`src/rtl/aud_recorder.sv`:
```
// Left-channel I2S capture for the lab3 audio path: deserializes one word per
// LRC frame and streams it into SRAM at consecutive addresses.
module aud_recorder #(
  parameter int ADDR_W = 20,
  parameter int DATA_W = 16,
  parameter logic [ADDR_W-1:0] MAX_ADDR = {ADDR_W{1'b1}}
) (
  input  logic              i_clk,
  input  logic              i_rst,
  input  logic              i_start,
  input  logic              i_pause,
  input  logic              i_stop,
  input  logic              i_lrc,
  input  logic              i_data,
  output logic [ADDR_W-1:0] o_address,
  output logic [DATA_W-1:0] o_data,
  output logic              o_wr_en,
  output logic              o_busy,
  output logic              o_full,
  output logic [ADDR_W-1:0] o_last_addr,
  output logic [2:0]        dbg_state
);

  typedef enum logic [2:0] {
    S_IDLE  = 3'd0,
    S_WAIT  = 3'd1,
    S_SHIFT = 3'd2,
    S_WRITE = 3'd3,
    S_PAUSE = 3'd4
  } state_t;

  localparam int CNT_W = $clog2(DATA_W);

  state_t            state;
  logic              lrc_q;
  logic              pend;
  logic [CNT_W-1:0]  cnt;
  logic [DATA_W-1:0] shift;
  logic [DATA_W-1:0] shift_nx;
  logic              lrc_fall;

  // Falling LRC marks the start of the left half; the MSB follows one BCLK later.
  assign lrc_fall  = ~i_lrc & lrc_q;
  assign shift_nx  = {shift[DATA_W-2:0], i_data};
  assign o_busy    = (state != S_IDLE);
  assign dbg_state = state;

  always_ff @(posedge i_clk) begin
    if (i_rst) begin
      state       <= S_IDLE;
      lrc_q       <= 1'b0;
      pend        <= 1'b0;
      cnt         <= '0;
      shift       <= '0;
      o_address   <= '0;
      o_data      <= '0;
      o_wr_en     <= 1'b0;
      o_full      <= 1'b0;
      o_last_addr <= '0;
    end else begin
      lrc_q   <= i_lrc;
      o_wr_en <= 1'b0;
      if (i_stop && state != S_IDLE) begin
        // Abort drops any partial word; address and last address are kept.
        state <= S_IDLE;
        pend  <= 1'b0;
      end else begin
        case (state)
          S_IDLE: begin
            if (i_start && !i_pause && !i_stop) begin
              state     <= S_WAIT;
              o_address <= '0;
              o_full    <= 1'b0;
            end
          end
          S_WAIT: begin
            if (i_pause) begin
              state <= S_PAUSE;
            end else if (lrc_fall) begin
              state <= S_SHIFT;
              cnt   <= '0;
            end
          end
          S_SHIFT: begin
            if (i_pause) pend <= 1'b1;
            if (lrc_fall) begin
              cnt <= '0;
            end else begin
              shift <= shift_nx;
              cnt   <= cnt + 1'b1;
              if (cnt == CNT_W'(DATA_W - 1)) begin
                state       <= S_WRITE;
                o_wr_en     <= 1'b1;
                o_data      <= shift_nx;
                o_last_addr <= o_address;
              end
            end
          end
          S_WRITE: begin
            pend <= 1'b0;
            if (o_address == MAX_ADDR) begin
              o_full <= 1'b1;
              state  <= S_IDLE;
            end else begin
              o_address <= o_address + 1'b1;
              state     <= (pend || i_pause) ? S_PAUSE : S_WAIT;
            end
          end
          S_PAUSE: begin
            if (i_start && !i_pause) state <= S_WAIT;
          end
          default: state <= S_IDLE;
        endcase
      end
    end
  end

endmodule

```
`config.mk`:
```
export PLATFORM = sky130hd
export DESIGN_NAME = aud_recorder
export DESIGN_NICKNAME = d
export VERILOG_FILES = /design/src/rtl/aud_recorder.sv
export SDC_FILE = /design/constraint.sdc
export NUM_CORES = 1
export LEC_CHECK = 0
export CAP_MARGIN = 10
export CORE_ASPECT_RATIO = 0.6
export CORE_MARGIN = 4
export CORE_UTILIZATION = 52
export CTS_BUF_LIST = sky130_fd_sc_hd__clkbuf_16
export DETAILED_ROUTE_END_ITERATION = 10
export DONT_BUFFER_PORTS = 1
export GPL_TIMING_DRIVEN = 0
export PLACE_DENSITY_LB_ADDON = 0.3
export RECOVER_POWER = 50
export SETUP_SLACK_MARGIN = 0.1
export SYNTH_ARGS = -nofsm -noshare
export SYNTH_HDL_FRONTEND = slang
export SYNTH_SLANG_ARGS = --single-unit
export TNS_END_PERCENT = 10
```
`constraint.sdc`:
```
create_clock -name i_clk -period 2.2 [get_ports i_clk]
set_input_delay 0.44 -clock i_clk [delete_from_list [all_inputs] [get_ports i_clk]]
set_output_delay 0.44 -clock i_clk [all_outputs]
set_load 0.005 [all_outputs]
```
### Yosys cells after proc, flatten, opt, wreduce, memory -nomap -nowiden

Cells that the tools add are included.

| storage, ports and cells | value |
|---|---|
| word-level logic and storage cells | 75 |
| output and inout bits | 62 |
| input bits | 7 |
| register bits after elaboration | 82 |

| cells by class | value |
|---|---|
| mux-type cells | 22 |
| bitwise gates (word level) | 5 |
| equal/unequal tests | 16 |
| $add $sub $neg | 2 |
| reductions and logical operators | 20 |

Operators with widths:

| cell | number |
|---|---|
| 2-to-1 mux 20 bit | 2 |
| case mux 20 bit (2 select lines) | 1 |
| 2-to-1 mux 3 bit | 8 |
| adder 20 x 1 -> 20 bit, second input constant | 1 |
| equality test 20 bit, second input constant | 1 |
| != test 2 bit, second input constant | 9 |
| AND reduction 4 bit | 4 |
| case mux 3 bit (5 select lines) | 1 |
| 2-to-1 mux 4 bit | 3 |
| case mux 4 bit (2 select lines) | 1 |
| equality test 3 x 2 -> 1 bit, second input constant | 2 |
| nonzero test 2 bit | 3 |
| AND reduction 5 bit | 1 |
| adder 4 x 1 -> 4 bit, second input constant | 1 |
| equality test 4 bit, second input constant | 1 |
| 2-to-1 mux 1 bit | 4 |
| inverter 1 bit | 4 |
| case mux 1 bit (2 select lines) | 2 |
| OR reduction 4 bit | 1 |
| equality test 3 x 1 -> 1 bit, second input constant | 1 |
| equality test 3 bit, second input constant | 1 |
| logical AND 1 bit | 3 |
| logical NOT 3 bit | 1 |
| != test 3 bit, second input constant | 1 |
| other kinds (7) | 8 |

### Longest topological paths before layout

| logic depth | value |
|---|---|
| depth in word-level cells | 5 |
| gate-level depth with buffers | 9 |
| mapped depth without buffers | 6 |

### Worst setup path before layout

OpenSTA, ideal clock, no wires.

| timing path | value |
|---|---|
| kind | input-to-reg |
| start | input port i_stop |
| end | register o_data[12] |
| stages | 8 |
| required time | 2.068 ns |
| slack | 0.028 ns |
| arrival | 2.040 ns |
| cell sequence | clkbuf_1 or4_1 clkbuf_1 or2_1 clkbuf_1 clkbuf_1 nand2_1 a21oi_1 |

| on the way | value |
|---|---|
| longest elaborated chain between the ends | 3 |

Ends and longest elaborated chain:

| item | RTL line | RTL |
|---|---|---|
| from (decl) | 12 | `input logic i_stop,` |
| logical AND 1 bit | 63 | `if (i_stop && state != S_IDLE) begin` |
| inverter 1 bit (no line) | n/a |  |
| AND reduction 4 bit (no line) | n/a |  |
| to (signal assigned) | 94 | `o_data <= shift_nx;` |
| to (decl) | 16 | `output logic [DATA_W-1:0] o_data,` |

Every way passes these cells.
A chain may end at the register's enable or synchronous reset.

### Worst setup path after layout

| timing path | value |
|---|---|
| start | register state[0] (netlist: dbg_state[0]) |
| end | register o_data[3] |

| on the way | value |
|---|---|
| longest elaborated chain between the ends | 4 |

Ends and longest elaborated chain:

| item | RTL line | RTL |
|---|---|---|
| from (decl) | 34 | `state_t state;` |
| from (signal assigned) | 106 | `state <= (pend \|\| i_pause) ? S_PAUSE : S_WAIT;` |
| nonzero test 3 bit | 63 |  |
| logical AND 1 bit | 63 |  |
| inverter 1 bit (no line) | n/a |  |
| AND reduction 4 bit (no line) (*) | n/a |  |

Every way passes the cells marked *; elsewhere a longest branch is shown, timed or not.

==> summary.txt <==
Drt
  – Total wire length: between 9 and 10 mm
  – First-pass DRT Iterations: 5
  – DRT iter0 DRCs: ~320
  – Final ANT Viol Nets: 0
  – M1 WL: slightly above 4 mm
  – Vias/cell: slightly below 6
  – Routed wl met3: about 930 um
  – Drt wl/cell: between 15 and 20 um
  – Drc violations: 0
  – Top Metal Used: met4
  – Met2 wire length: between 3 and 4 mm
  – Vias: about 3200

Logic synthesis
  – Post-synth EDFFs: 0
  – Syn Inst Count: roughly 420
  – Cell Area, Synth: approximately 0.0034 sq mm
  – Sequential share of the synthesized area: 48.38%
  – Cell variety after synth: 42
  – Syn Area/Cell: between 8 and 9 sq um
  – Post-synth top area cell: dfxtp_1
  – Top_reg_cell synth: dfxtp_1
  – Async SR Flop Fraction: 0%
  – Area contributors post-synth: dfxtp_1, nand2_1, a21oi_1, clkbuf_1, nor2_1
  – Share of the synthesized area in the top cell type: about half
  – Post-Syn Nets: roughly 430
  – YS warnings: 0
  – Yosys reg bits: 82

Run status
  – Outcome: finished, final reports clean

Clock tree
  – Clock Latency Late Sink: around 0.34 ns
  – CTS sink cnt: roughly 80
  – H-tree depth: 3
  – Number of CTS-inserted buffers: 9
  – Clock transition at path regs: 0.06 ns
  – CTS tree: done
  – Clock root cell: clkbuf_16
  – Max Root-Sink Buffers: 2

Global routing
  – GRT Util Overall: 22.39%
  – Initial antenna violation count: 0
  – First-pass GRT wire length: approximately 14 mm
  – GR Overflow Total: 0
  – Largest net degree at the start of global routing: 15
  – Vias in the first global route: between 2000 and 3000

Hold path
  – Hold Crit Start: i_data
  – Worst Hold Class: in2reg
  – Hold Crit Depth: 2
  – Hold EP: o_data[0]$_SDFFE_PP0P_

STA
  – Max Transition Viols Final: 0
  – Final worst path period share: between 90% and 100%
  – Max Clock Skew: between 0.008 and 0.009 ns
  – Worst slew margin: 43.45%
  – RSZ-0062 raised after global routing: yes
  – Final setup viols: 0
  – Worst-margin pin slew: 0.8413 ns
  – Final worst path period need: ~2.1 ns
  – Fmax: approximately 480 MHz
  – Fin. Hold Viols: 0

Die
  – I/O pin cnt: a little under 70
  – Die H: a little over 70 um
  – FP Rows: 22
  – Placeable Area: 0.006221 sq mm
  – Die area: just under 0.008 sq mm
  – Initial core utilization: between 50% and 60%
  – Die Span X: 112.3 um

Critical path
  – Worst Path Buf+Inv: 4
  – CP most frequent cell: clkbuf_8
  – Worst reg2reg path depth: 9
  – Crit path kind: reg2reg
  – CP Capture Type: flip-flop
  – Max incr delay on CP: between 0.4 and 0.5 ns
  – CP Max Fanout: 10
  – Worst r2r src: dbg_state[0]$_SDFFE_PP0P_
  – Critical path, cell by cell: buf_6 > nand2b_1 > or4_1 > clkbuf_8 > or2_1 > clkbuf_8 > clkbuf_8 > nand2_1 > a21oi_1
  – Reg2reg end: o_data[3]$_SDFFE_PP0P_
  – CP Data Arrival Time: between 2 and 2.5 ns
  – Slowest stage cell on the critical path: or4_1
  – Crit path max-delay family: simple AND/OR/NAND/NOR gates
  – R2r setup slk: a little under 0.1 ns
  – Startpoint types: flip-flop
  – Req. time, crit path: 2.41 ns

Power
  – LEAKAGE: roughly 1.3 nW
  – Maximum vdd drop: roughly 0.46 mV
  – PD cells: 747.2 mW/mm^2

Job
  – Max-capacitance violation count: 0

Finish
  – Synth-to-Final Area Change: 17.85%
  – Share of cells above drive strength 1: between 10% and 20%
  – Most frequent cells in the layout: nand2_1, dfxtp_1, a21oi_1, nor2_1, clkbuf_1
  – # diodes: 0
  – Most common cell after layout, fill and taps aside: nand2_1
  – Non-filler cells, final: approximately 530
  – Final nets: about 450
  – Post-route cell area: around 0.0040 sq mm

Placement
  – DP HPWL: between 6 and 7 mm
  – Gpl congestion: a little over 0.9
  – IO buf count: 0
  – Placed insts: roughly 500
  – Placed Area: around 0.0035 sq mm
==> metrics by stage <==
| step | util (%) | total power [mW] | hold WS, ns | setup slack (ns) | setup TNS [ns] |
|---|---|---|---|---|---|
| 2_1_floorplan | - | 1.599 | 0.4321 | 0.1009 | 0 |
| 3_3_place_gp | 56.44 | 1.621 | 0.4373 | -0.3756 | -10.93 |
| 3_5_place_dp | 56.44 | 1.624 | 0.4437 | -0.4216 | -13.06 |
| 4_1_cts | 62.51 | 2.993 | 0.2196 | 0.08076 | 0 |
| 5_1_grt | 64.28 | 3.076 | 0.2278 | -0.01986 | -0.03281 |
| 6_report | 64.28 | 2.988 | 0.2258 | 0.09752 | 0 |
==> synth_stat cells (2+ instances only) <==
cell type,count
and4_1,2
nor4_1,4
o211ai_1,8
a211oi_1,3
nor3_1,8
inv_1,7
a21oi_1,63
o21ai_1,2
a21o_1,3
ha_1,2
clkbuf_1,19
nand2_1,120
or3_1,5
nand2b_1,4
o21ai_0,3
or4_1,8
xnor2_1,4
o31ai_1,3
a31oi_1,7
xor2_1,6
nand4_1,6
nor2_1,18
nand3_1,11
nor2b_1,4
buf_2,6
dfxtp_1,82
==> flip-flops by register name (all words and copies together) (netlist names), 3 cells and up <==
register     flops
o_data          16
cnt              4
o_last_addr     20
dbg_state        3
o_address       20
shift           15
==> power breakdown <==
part / internal (mW) / total, mW / switching, mW
Sequential: 1.49 / 1.49 / 0.00592
Combinational: 0.0417 / 0.115 / 0.0731
Clock: 0.761 / 1.38 / 0.619
==> repair_timing <==
action	CTS	global route
setup endpoints to repair	60	62
gates resized for setup	21	23
hold buffers	0	0
pin swaps	3	7
setup buffers	2	6
gates cloned	0	0
==> cell families (layout without fill, tap and decap cells) <==
family	Yosys count	after routing	synth area share (%)
simple gates	198	198	26.81
compound gates	99	99	17.40
flops	82	82	48.38
buf+inv	33	57	4.093
xor+xnor	10	10	2.581
fa+ha+maj	2	2	0.7373
==> how the worst max path moves through the flow <==
| stage | start | end | slack, ns | cells past startpoint |
|---|---|---|---|---|
| after global routing | dbg_state[0]$_SDFFE_PP0P_ | shift[1]$_SDFFE_PP0P_ | -0.02 | 6 |
| after CTS | o_address[0]$_SDFFE_PP0P_ | o_address[15]$_SDFFE_PP0P_ | 0.08 | 7 |
| after global placement | i_stop | o_last_addr[3]$_SDFFE_PP0P_ | -0.38 | 7 |
| after detailed placement | i_stop | o_last_addr[3]$_SDFFE_PP0P_ | -0.42 | 7 |
| after floorplan | i_stop | o_data[12]$_SDFFE_PP0P_ | 0.10 | 8 |
| final | dbg_state[0]$_SDFFE_PP0P_ | o_data[3]$_SDFFE_PP0P_ | 0.1 | 9 |
==> layer usage <==
| metal | GRT usage [%] | vias to the layer above |
|---|---|---|
| met5 | 0 | - |
| met4 | 6.667 | 0 |
| met3 | 9.658 | 25 |
| met2 | 32.15 | 142 |
| met1 | 30.68 | 1483 |
| li1 | - | 1510 |
==> layout make-up <==
type                    instances  area (sq um)
plain buffers                  26         180.2
clock buffers                   9         225.2
fillers                       544          2222
multi-input cells             309          1699
inverters                       7         26.28
flip-flops and latches         82          1654
repair buffers                  8         63.81
well taps                      84         105.1
clock inverters                 7         45.04
No activity file was read; power rests on OpenSTA's default activity.
